### config.mk
export PLATFORM = sky130hd
export DESIGN_NAME = id_issue_stage
export DESIGN_NICKNAME = d
export VERILOG_FILES = /design/src/rtl/id_issue_stage.sv
export SDC_FILE = /design/constraint.sdc
export NUM_CORES = 1
export LEC_CHECK = 0
export BUFFER_PORTS_ARGS = -buffer_cell sky130_fd_sc_hd__clkbuf_2
export CAP_MARGIN = 30
export CORE_ASPECT_RATIO = 1.2
export CORE_MARGIN = 4
export CORE_UTILIZATION = 40
export CTS_CLUSTER_DIAMETER = 50
export DETAILED_ROUTE_END_ITERATION = 6
export PLACE_DENSITY = 0.55
export SYNTH_ARGS = -nofsm -noshare
export SYNTH_HDL_FRONTEND = slang
export SYNTH_SLANG_ARGS = --single-unit
### constraint.sdc
create_clock -name clk -period 2.6 [get_ports clk]
set_input_delay 0.52 -clock clk [delete_from_list [all_inputs] [get_ports clk]]
set_output_delay 0.52 -clock clk [all_outputs]
set_load 0.01 [all_outputs]
### src/rtl/id_issue_stage.sv
// id_issue_stage: ARM decode/issue stage. It decodes one instruction per cycle
// and reads operands from a register file that bypasses the write-back value.
// It checks the condition field, detects RAW hazards against the EXE and MEM
// stages, and drives the ID/EX pipeline register.
// Build option: define ID_FORWARDING_EN when EXE/MEM forwarding exists
// downstream. With it defined, only load-use stalls remain.
module id_issue_stage #(
    parameter int DATA_W     = 32,
    parameter int REG_ADDR_W = 4
) (
    input  logic                  clk,
    input  logic                  rst,
    input  logic                  if_valid,
    input  logic [31:0]           instruction,
    output logic                  id_ready,
    input  logic [3:0]            sr,
    input  logic                  wb_en,
    input  logic [REG_ADDR_W-1:0] wb_dest,
    input  logic [DATA_W-1:0]     result_wb,
    input  logic                  exe_wb_en,
    input  logic                  exe_mem_r_en,
    input  logic [REG_ADDR_W-1:0] exe_dest,
    input  logic                  mem_wb_en,
    input  logic [REG_ADDR_W-1:0] mem_dest,
    input  logic                  ex_stall,
    input  logic                  flush,
    output logic                  hazard,
    output logic                  ex_valid,
    output logic                  ex_wb_en,
    output logic                  ex_mem_r_en,
    output logic                  ex_mem_w_en,
    output logic                  ex_b,
    output logic                  ex_s,
    output logic [3:0]            ex_cmd,
    output logic [DATA_W-1:0]     ex_val_rn,
    output logic [DATA_W-1:0]     ex_val_rm,
    output logic                  ex_imm,
    output logic [11:0]           ex_shift_operand,
    output logic [23:0]           ex_signed_imm_24,
    output logic [REG_ADDR_W-1:0] ex_dest,
    output logic [REG_ADDR_W-1:0] ex_src1,
    output logic [REG_ADDR_W-1:0] ex_src2
);

    localparam int NREG = 1 << REG_ADDR_W;

    typedef enum logic [1:0] {
        MODE_DP  = 2'b00,
        MODE_MEM = 2'b01,
        MODE_BR  = 2'b10,
        MODE_UND = 2'b11
    } mode_e;

    typedef enum logic [3:0] {
        OP_AND = 4'b0000, OP_EOR = 4'b0001, OP_SUB = 4'b0010,
        OP_ADD = 4'b0100, OP_ADC = 4'b0101, OP_SBC = 4'b0110,
        OP_TST = 4'b1000, OP_CMP = 4'b1010, OP_ORR = 4'b1100,
        OP_MOV = 4'b1101, OP_MVN = 4'b1111
    } op_e;

    typedef struct packed {
        logic                  valid;
        logic                  wb_en;
        logic                  mem_r_en;
        logic                  mem_w_en;
        logic                  b;
        logic                  s;
        logic [3:0]            cmd;
        logic [DATA_W-1:0]     val_rn;
        logic [DATA_W-1:0]     val_rm;
        logic                  imm;
        logic [11:0]           shift_operand;
        logic [23:0]           signed_imm_24;
        logic [REG_ADDR_W-1:0] dest;
        logic [REG_ADDR_W-1:0] src1;
        logic [REG_ADDR_W-1:0] src2;
    } idex_t;

    mode_e                 mode;
    op_e                   opcode;
    logic                  i_bit, s_bit, is_store, two_src;
    logic [REG_ADDR_W-1:0] src1, rd_idx, rm_idx, src2;
    logic [DATA_W-1:0]     rf_q [NREG];
    logic [DATA_W-1:0]     val_rn, val_rm;
    logic                  n_f, z_f, c_f, v_f, cond_pass;
    logic                  uses_rn, uses_rm, exe_match;
    logic                  dec_ok;
    idex_t                 dec, idex_d, idex_q;

    assign mode     = mode_e'(instruction[27:26]);
    assign opcode   = op_e'(instruction[24:21]);
    assign i_bit    = instruction[25];
    assign s_bit    = instruction[20];
    assign src1     = instruction[16 +: REG_ADDR_W];
    assign rd_idx   = instruction[12 +: REG_ADDR_W];
    assign rm_idx   = instruction[0 +: REG_ADDR_W];
    assign is_store = (mode == MODE_MEM) & ~s_bit;
    assign two_src  = is_store | ((mode == MODE_DP) & ~i_bit);
    assign src2     = is_store ? rd_idx : rm_idx;

    // Register file: reset to index pattern, synchronous write-back port
    always_ff @(posedge clk or negedge rst) begin
        if (!rst) begin
            for (int unsigned i = 0; i < NREG; i++) rf_q[i] <= DATA_W'(i);
        end else if (wb_en) begin
            rf_q[wb_dest] <= result_wb;
        end
    end

    assign val_rn = (wb_en && wb_dest == src1) ? result_wb : rf_q[src1];
    assign val_rm = (wb_en && wb_dest == src2) ? result_wb : rf_q[src2];

    assign {n_f, z_f, c_f, v_f} = sr;

    // Condition field evaluation against the status flags
    always_comb begin
        cond_pass = 1'b0;
        case (instruction[31:28])
            4'h0:    cond_pass = z_f;
            4'h1:    cond_pass = ~z_f;
            4'h2:    cond_pass = c_f;
            4'h3:    cond_pass = ~c_f;
            4'h4:    cond_pass = n_f;
            4'h5:    cond_pass = ~n_f;
            4'h6:    cond_pass = v_f;
            4'h7:    cond_pass = ~v_f;
            4'h8:    cond_pass = c_f & ~z_f;
            4'h9:    cond_pass = ~c_f | z_f;
            4'hA:    cond_pass = (n_f == v_f);
            4'hB:    cond_pass = (n_f != v_f);
            4'hC:    cond_pass = ~z_f & (n_f == v_f);
            4'hD:    cond_pass = z_f | (n_f != v_f);
            4'hE:    cond_pass = 1'b1;
            default: cond_pass = 1'b0;
        endcase
    end

    // Instruction decode; anything undecodable or failing its condition becomes a bubble
    always_comb begin
        dec    = '0;
        dec_ok = 1'b1;
        case (mode)
            MODE_DP: begin
                dec.wb_en = 1'b1;
                dec.s     = s_bit;
                case (opcode)
                    OP_MOV:  dec.cmd = 4'b0001;
                    OP_MVN:  dec.cmd = 4'b1001;
                    OP_ADD:  dec.cmd = 4'b0010;
                    OP_ADC:  dec.cmd = 4'b0011;
                    OP_SUB:  dec.cmd = 4'b0100;
                    OP_SBC:  dec.cmd = 4'b0101;
                    OP_AND:  dec.cmd = 4'b0110;
                    OP_ORR:  dec.cmd = 4'b0111;
                    OP_EOR:  dec.cmd = 4'b1000;
                    OP_CMP: begin
                        dec.cmd   = 4'b0100;
                        dec.wb_en = 1'b0;
                        dec.s     = 1'b1;
                    end
                    OP_TST: begin
                        dec.cmd   = 4'b0110;
                        dec.wb_en = 1'b0;
                        dec.s     = 1'b1;
                    end
                    default: dec_ok = 1'b0;
                endcase
            end
            MODE_MEM: begin
                dec.cmd      = 4'b0010;
                dec.wb_en    = s_bit;
                dec.mem_r_en = s_bit;
                dec.mem_w_en = ~s_bit;
            end
            MODE_BR:  dec.b = 1'b1;
            MODE_UND: dec_ok = 1'b0;
            default:  dec_ok = 1'b0;
        endcase
        dec.valid         = 1'b1;
        dec.val_rn        = val_rn;
        dec.val_rm        = val_rm;
        dec.imm           = i_bit;
        dec.shift_operand = instruction[11:0];
        dec.signed_imm_24 = instruction[23:0];
        dec.dest          = rd_idx;
        dec.src1          = src1;
        dec.src2          = src2;
        if (!(dec_ok && cond_pass)) dec = '0;
    end

    assign uses_rn = if_valid & (mode != MODE_BR) &
                     ~((mode == MODE_DP) & (opcode == OP_MOV || opcode == OP_MVN));
    assign uses_rm = if_valid & two_src & (mode != MODE_BR);
    assign exe_match = (uses_rn & (exe_dest == src1)) | (uses_rm & (exe_dest == src2));

`ifdef ID_FORWARDING_EN
    logic unused_mem_ports;
    assign unused_mem_ports = ^{mem_wb_en, mem_dest};
    assign hazard = exe_wb_en & exe_mem_r_en & exe_match;
`else
    logic mem_match;
    logic unused_exe_load;
    assign mem_match = (uses_rn & (mem_dest == src1)) | (uses_rm & (mem_dest == src2));
    assign unused_exe_load = exe_mem_r_en;
    assign hazard = (exe_wb_en & exe_match) | (mem_wb_en & mem_match);
`endif

    assign id_ready = if_valid & ~hazard & ~ex_stall & ~flush;

    // ID/EX next state: flush beats stall, stall beats hazard/bubble
    always_comb begin
        idex_d = idex_q;
        if (flush)                    idex_d = '0;
        else if (ex_stall)            idex_d = idex_q;
        else if (hazard || !if_valid) idex_d = '0;
        else                          idex_d = dec;
    end

    // ID/EX pipeline register
    always_ff @(posedge clk or negedge rst) begin
        if (!rst) idex_q <= '0;
        else      idex_q <= idex_d;
    end

    assign ex_valid         = idex_q.valid;
    assign ex_wb_en         = idex_q.wb_en;
    assign ex_mem_r_en      = idex_q.mem_r_en;
    assign ex_mem_w_en      = idex_q.mem_w_en;
    assign ex_b             = idex_q.b;
    assign ex_s             = idex_q.s;
    assign ex_cmd           = idex_q.cmd;
    assign ex_val_rn        = idex_q.val_rn;
    assign ex_val_rm        = idex_q.val_rm;
    assign ex_imm           = idex_q.imm;
    assign ex_shift_operand = idex_q.shift_operand;
    assign ex_signed_imm_24 = idex_q.signed_imm_24;
    assign ex_dest          = idex_q.dest;
    assign ex_src1          = idex_q.src1;
    assign ex_src2          = idex_q.src2;

endmodule

After elaboration in Yosys (flattened, before gate mapping)
Index checks and enable logic that the tools add are counted.

operators by class
  eq/ne operators = 37
  multiplexer cells = 27
  order comparisons = 4
  reduce and logical (&&, ||, !) cells = 14
  bitwise gates (word level) = 37

operators with widths
  operator                                              number
  bitwise mux 512 bit                                   1
  2-to-1 mux 123 bit                                    4
  binary-select mux 32 bit (select 4 bit)               2
  2-to-1 mux 32 bit                                     7
  demux 32 bit (select 4 bit)                           1
  equality test 4 bit (second input constant)           12
  one-hot mux 4 bit (9 select lines)                    1
  equality test 4 x 3 -> 1 bit (second input constant)  7
  equality test 4 bit                                   6
  AND 1 bit                                             18
  >= comparator 5 bit (second input constant)           3
  inverter 4 -> 5 bit                                   3
  one-hot mux 1 bit (15 select lines)                   1
  equality test 4 x 2 -> 1 bit (second input constant)  3
  OR reduction 11 bit                                   1
  inverter 1 bit                                        10
  equality test 4 x 1 -> 1 bit (second input constant)  2
  logical NOT 4 bit                                     2
  one-hot mux 4 bit (2 select lines)                    1
  bitwise OR 1 bit                                      6
  OR reduction 2 bit                                    3
  < comparator 5 x 1 -> 1 bit (second input constant)   1
  2-to-1 mux 1 bit                                      5
  equality test 2 bit (second input constant)           2
  other kinds (12)                                      17

storage, ports and cells
  word-level logic and storage cells = 150
  output and inout bits = 125
  input bits = 89
  flip-flop bits (word level) = 635

Depth between registers and ports, before layout
  depth in word-level cells = 13
  gate-level depth with buffers = 12
  mapped depth without buffers = 7

Worst setup path before layout
No wires, ideal clock.

  kind = input to register
  start = input port instruction[16]
  end = register idex_q (netlist bit ex_val_rn[10])
  path slack = -0.202 ns
  required time = 2.467 ns
  buffers on the path = 3
  stages = 7
  setup time = 0.133 ns
  data arrival time = 2.669 ns
  cells stage by stage = buf_2 -> clkbuf_1 -> buf_1 -> mux4_2 -> mux4_2 -> mux2i_1 -> o21ai_0

between the ends
  word-level cells in the longest chain between the ends = 9
  elaborated cells between the ends (all ways) = 21
  those cells by class = 3 x eq/ne; 8 x mux; 8 x bitwise; 2 x reduce/logical

ends and longest elaborated chain
  item                                                                     RTL line  source
  from (decl)                                                              14        input logic [31:0] instruction,
  inverter 4 -> 5 bit (implied by the code), or another cell as far along  110       assign val_rn = (wb_en && wb_dest == src1) ? result_wb : rf_q[src1];
  binary-select mux 32 bit (select 4 bit), or another cell as far along    110
  2-to-1 mux 32 bit (implied by the code), or another cell as far along    110
  2-to-1 mux 32 bit (implied by the code) or AND 1 bit (tied branches)     110, 205
  2-to-1 mux 32 bit or bitwise OR 1 bit (tied branches)                    110, 205
  2-to-1 mux 123 bit or logical OR 1 bit (tied branches)                   188, 215
  2-to-1 mux 123 bit (*)                                                   215       else if (hazard || !if_valid) idex_d = '0;
  2-to-1 mux 123 bit (*)                                                   214       else if (ex_stall) idex_d = idex_q;
  2-to-1 mux 123 bit (*)                                                   213       if (flush) idex_d = '0;
  to (signal assigned)                                                     222       else idex_q <= idex_d;
  to (decl)                                                                88        idex_t dec, idex_d, idex_q;

Every way passes the cells marked *; elsewhere a longest branch is shown, timed or not. The select of a mux whose other input is x is not followed.
A chain may end at the register's enable or synchronous reset.

Worst setup path in the final report
  start = input port instruction[20]
  end = output port hazard

between the ends
  word-level cells in the longest chain between the ends = 9
  elaborated cells between the ends (all ways) = 15
  those cells by class = 2 x eq/ne; 1 x mux; 12 x bitwise

ends and longest elaborated chain
  item                                 RTL line  source
  inverter 1 bit (*)                   97        assign is_store = (mode == MODE_MEM) & ~s_bit;
  AND 1 bit (*)                        97
  bitwise OR 1 bit                     98        assign two_src = is_store | ((mode == MODE_DP) & ~i_bit);
  AND 1 bit (2 in series)              193       assign uses_rm = if_valid & two_src & (mode != MODE_BR);
  AND 1 bit (on tied branches)         194, 203
  bitwise OR 1 bit (on tied branches)  194, 203
  AND 1 bit                            205       assign hazard = (exe_wb_en & exe_match) | (mem_wb_en & mem_match);
  bitwise OR 1 bit (*)                 205
  to (decl)                            27        output logic hazard,

Every way passes the cells marked *; elsewhere a longest branch is shown, timed or not.

==> results by group <==
Min path
  • Hold wc startpoint: instruction[5]
  • HP Class: input port to flip-flop
  • Hold Path End: ex_shift_operand[5]
  • Worst Hold Depth: 2

Critical path
  • Worst EP required: 2.08 ns
  • Worst R2R Start: rf_q[20]
  • Worst-path maximum fanout: 7
  • Reg2Reg Setup Slack: 0.72 ns
  • Crit Path Class: input port to primary output
  • CP cell instances: clkbuf_16 -> nor3b_4 -> buf_6 -> mux2_4 -> xor2_4 -> nor4_4 -> nor2_1 -> nand2_1 -> buf_2
  • CP endpoint kind: primary output
  • Start point of the critical path: instruction[20]
  • Crit path DAT: 2.17 ns
  • Setup crit start kind: input port
  • Largest stage delay, worst path: around 0.34 ns
  • Critical path's slowest cell: mux2_4
  • R2R Path End: ex_val_rn[20]
  • Worst r2r path cells: 5

Status
  • Violated checks: setup timing
  • Outcome: complete, but fails checks

Placement
  • Setup slack at placement: -0.4933 ns
  • Dpl cells: about 3,800
  • Final HPWL DP: 68,620 microns
  • I/O Buffers: ~210
  • RD Place Congestion: between 0.8 and 0.9

Floorplan
  • Die area: 0.08571 sq mm
  • Core Rows: roughly 110
  • Core area: about 0.080 sq mm
  • # IOs: 214
  • Starting density of the core: 40.31%
  • Die Ht: 319.9 microns
  • Horiz. Die Dim: 267.9 microns

Drt
  • Final ANT Viol Nets: 0
  • Via count: 23,860
  • Total iterations of the first detailed-routing run: 7
  • Vias per cell: 6.043
  • Iteration-0 DRC Markers: slightly below 2,000
  • DRC violations left: 0
  • Final WL: roughly 110,000 microns
  • Wire per inst: 27.49 microns

Finish
  • Post-Layout Cell Count: 3,948
  • Most frequent cells in the layout: dfrtp_1, mux2_2, nand2_1
  • Filler cell count in the final layout: ~7,200
  • Area Overhead vs Synth: 20.77%
  • Commonest non-fill, non-tap cell in the layout: dfrtp_1
  • Reg area: 0.01543 sq mm
  • Core Util, Final: 48.68%
  • Layout cells sized above 1: around 45%
  • Post-layout nets: 2,927
  • Multi-input combinational cell area: 0.01605 sq mm

Synth
  • Post-synth EDFFs: 0
  • Mapped Area: 0.03243 sq mm
  • Async SR Flop Fraction: 100.0%
  • Number of distinct library cells after synthesis: 59
  • Syn nets: ~2,700
  • Synth Area per Inst: 12.47 sq um
  • Largest area contributor in the netlist: dfrtp_1
  • Sequential area share after synthesis: 47.58%
  • Synth top area share: 44.99%
  • Synth top area cells: dfrtp_1, mux2_2, mux4_2, mux2i_1, nand2_1
  • Synthesized instance count: 2,601
  • #FFs+latches synth: approximately 620
  • Top_reg_cell synth: dfrtp_1
  • Yosys warning total: 0

Clock tree
  • CTS H-tree lvls: 3
  • Clk_lat worst skew: roughly 0.62 ns
  • Num Clock Sinks: 615
  • Worst-path clk slew: 0.06 ns
  • CTS root buffer: clkbuf_16
  • CTS tree: done
  • Clock buffer count from CTS: 80
  • Clock tree buffer depth: 3

Timing
  • Fin. max-slew vios: 0
  • Relative slew slack: 51.63%
  • Tcrit/Tclk final: 103.6%
  • Setup violators final: 2
  • Final Skew: around 0.03 ns
  • Fin. Hold Viols: 0
  • Fmax: 371.1 MHz
  • RSZ-0062 raised after global routing: yes
  • Final WS setup: -0.09444 ns
  • Period minus WS final: 2.694 ns
  • Least-Margin Pin Slew: 0.7255 ns
  • Hold Worst Slack: approximately 0.13 ns

Power and ir drop
  • Leak: 16.81 nW
  • Pwr per Cell Area: 789.1 mW/mm^2
  • Max VDD drop: 0.0005659 V
  • Pwr Total: slightly above 30 mW

Global routing
  • Initial antenna violation count: 9
  • Gr usage total: 25.02%
  • First-pass GRT wire length: 161,900 microns
  • Largest net degree at the start of global routing: 90
  • GRT overflow: 0
  • Vias in the first global route: around 25,000

Flow run
  • Max-Cap Viols: 0
cells in the mapped netlist (32+ instances only):
cell,count
mux4_2,160
dfrtp_1,583
clkbuf_1,161
dfstp_2,32
a221oi_1,36
buf_2,33
mux2i_1,150
buf_1,44
a21oi_1,116
a32oi_1,76
mux2_2,514
o21ai_0,60
nand2_1,364
per-stage QoR:
step	area, sq um	setup TNS, ns
final	39160	-0.1450
after floorplan	32490	-1.835
after CTS	39130	-0.1560
after global routing	39160	-0.2133
after detailed placement	36210	-37.18
after global placement	36210	-36.47
critical path: cells and delay by family:
| family | cells | cell delay, ns |
|---|---|---|
| and+or+nand+nor | 4 | 0.68 |
| buffers and inverters | 3 | 0.46 |
| muxes | 1 | 0.34 |
| xor gates and xnor gates | 1 | 0.16 |
final cells by class:
cell class,instances,area share [%]
flip-flops and latches,615,39.40
clock inverters,38,1.236
clock buffers,106,5.968
diodes,4,0.02556
inverters,9,0.08626
multi-input cells,1710,40.98
well taps,1044,3.336
repair buffers,422,8.965
worst max path at each step:
stage               slack (ns)  cells past startpoint       endpoint
CTS                       -0.1                     10         hazard
floorplan                -0.06                     12  ex_val_rm[22]
global placement         -0.47                     10  ex_val_rm[29]
finish                   -0.09                      9         hazard
global route             -0.11                      9         hazard
detailed placement       -0.49                     11   ex_val_rn[9]
logic make-up (layout without fill, tap and decap cells):
| logic type | count (synthesis) | in the layout | synth area share (%) |
|---|---|---|---|
| mux | 826 | 826 | 33.71 |
| flops | 615 | 615 | 47.58 |
| simple gates | 479 | 479 | 6.378 |
| compound gates | 377 | 377 | 7.848 |
| buf+inv | 276 | 575 | 3.727 |
| xor+xnor | 28 | 28 | 0.7563 |
| other cells | 0 | 4 | 0 |
metal layers:
layer  wire, microns  GRT usage [%]
met5              57              0
met4            5045          11.34
met3            6614          4.516
met2           53350          41.49
met1           43460          32.03
state kept, by name, indices dropped and copies added, names as in the netlist:
name	cells
ex_mem_r_en	1
rf_q	512
ex_s	1
ex_signed_imm_24	13
ex_mem_w_en	1
ex_src2	4
ex_b	1
ex_valid	1
ex_cmd	4
ex_imm	1
ex_val_rn	32
ex_wb_en	1
ex_val_rm	32
ex_shift_operand	11
power by group:
group          internal, mW  switching, mW  leakage, nW
logic                  3.53           2.65         7.78
clock network          7.25           4.43         1.38
registers              11.6           1.47         7.65
total                  22.4           8.55         16.8
repair_timing:
item                                   CTS  global route
endpoints found under the hold margin   29             0
hold buffers                             1             0
pin swaps                                7             3
setup endpoints to repair                2             8
resized for setup                       10             9
buffers inserted                         5             0
(Power assumes the default switching activity.)
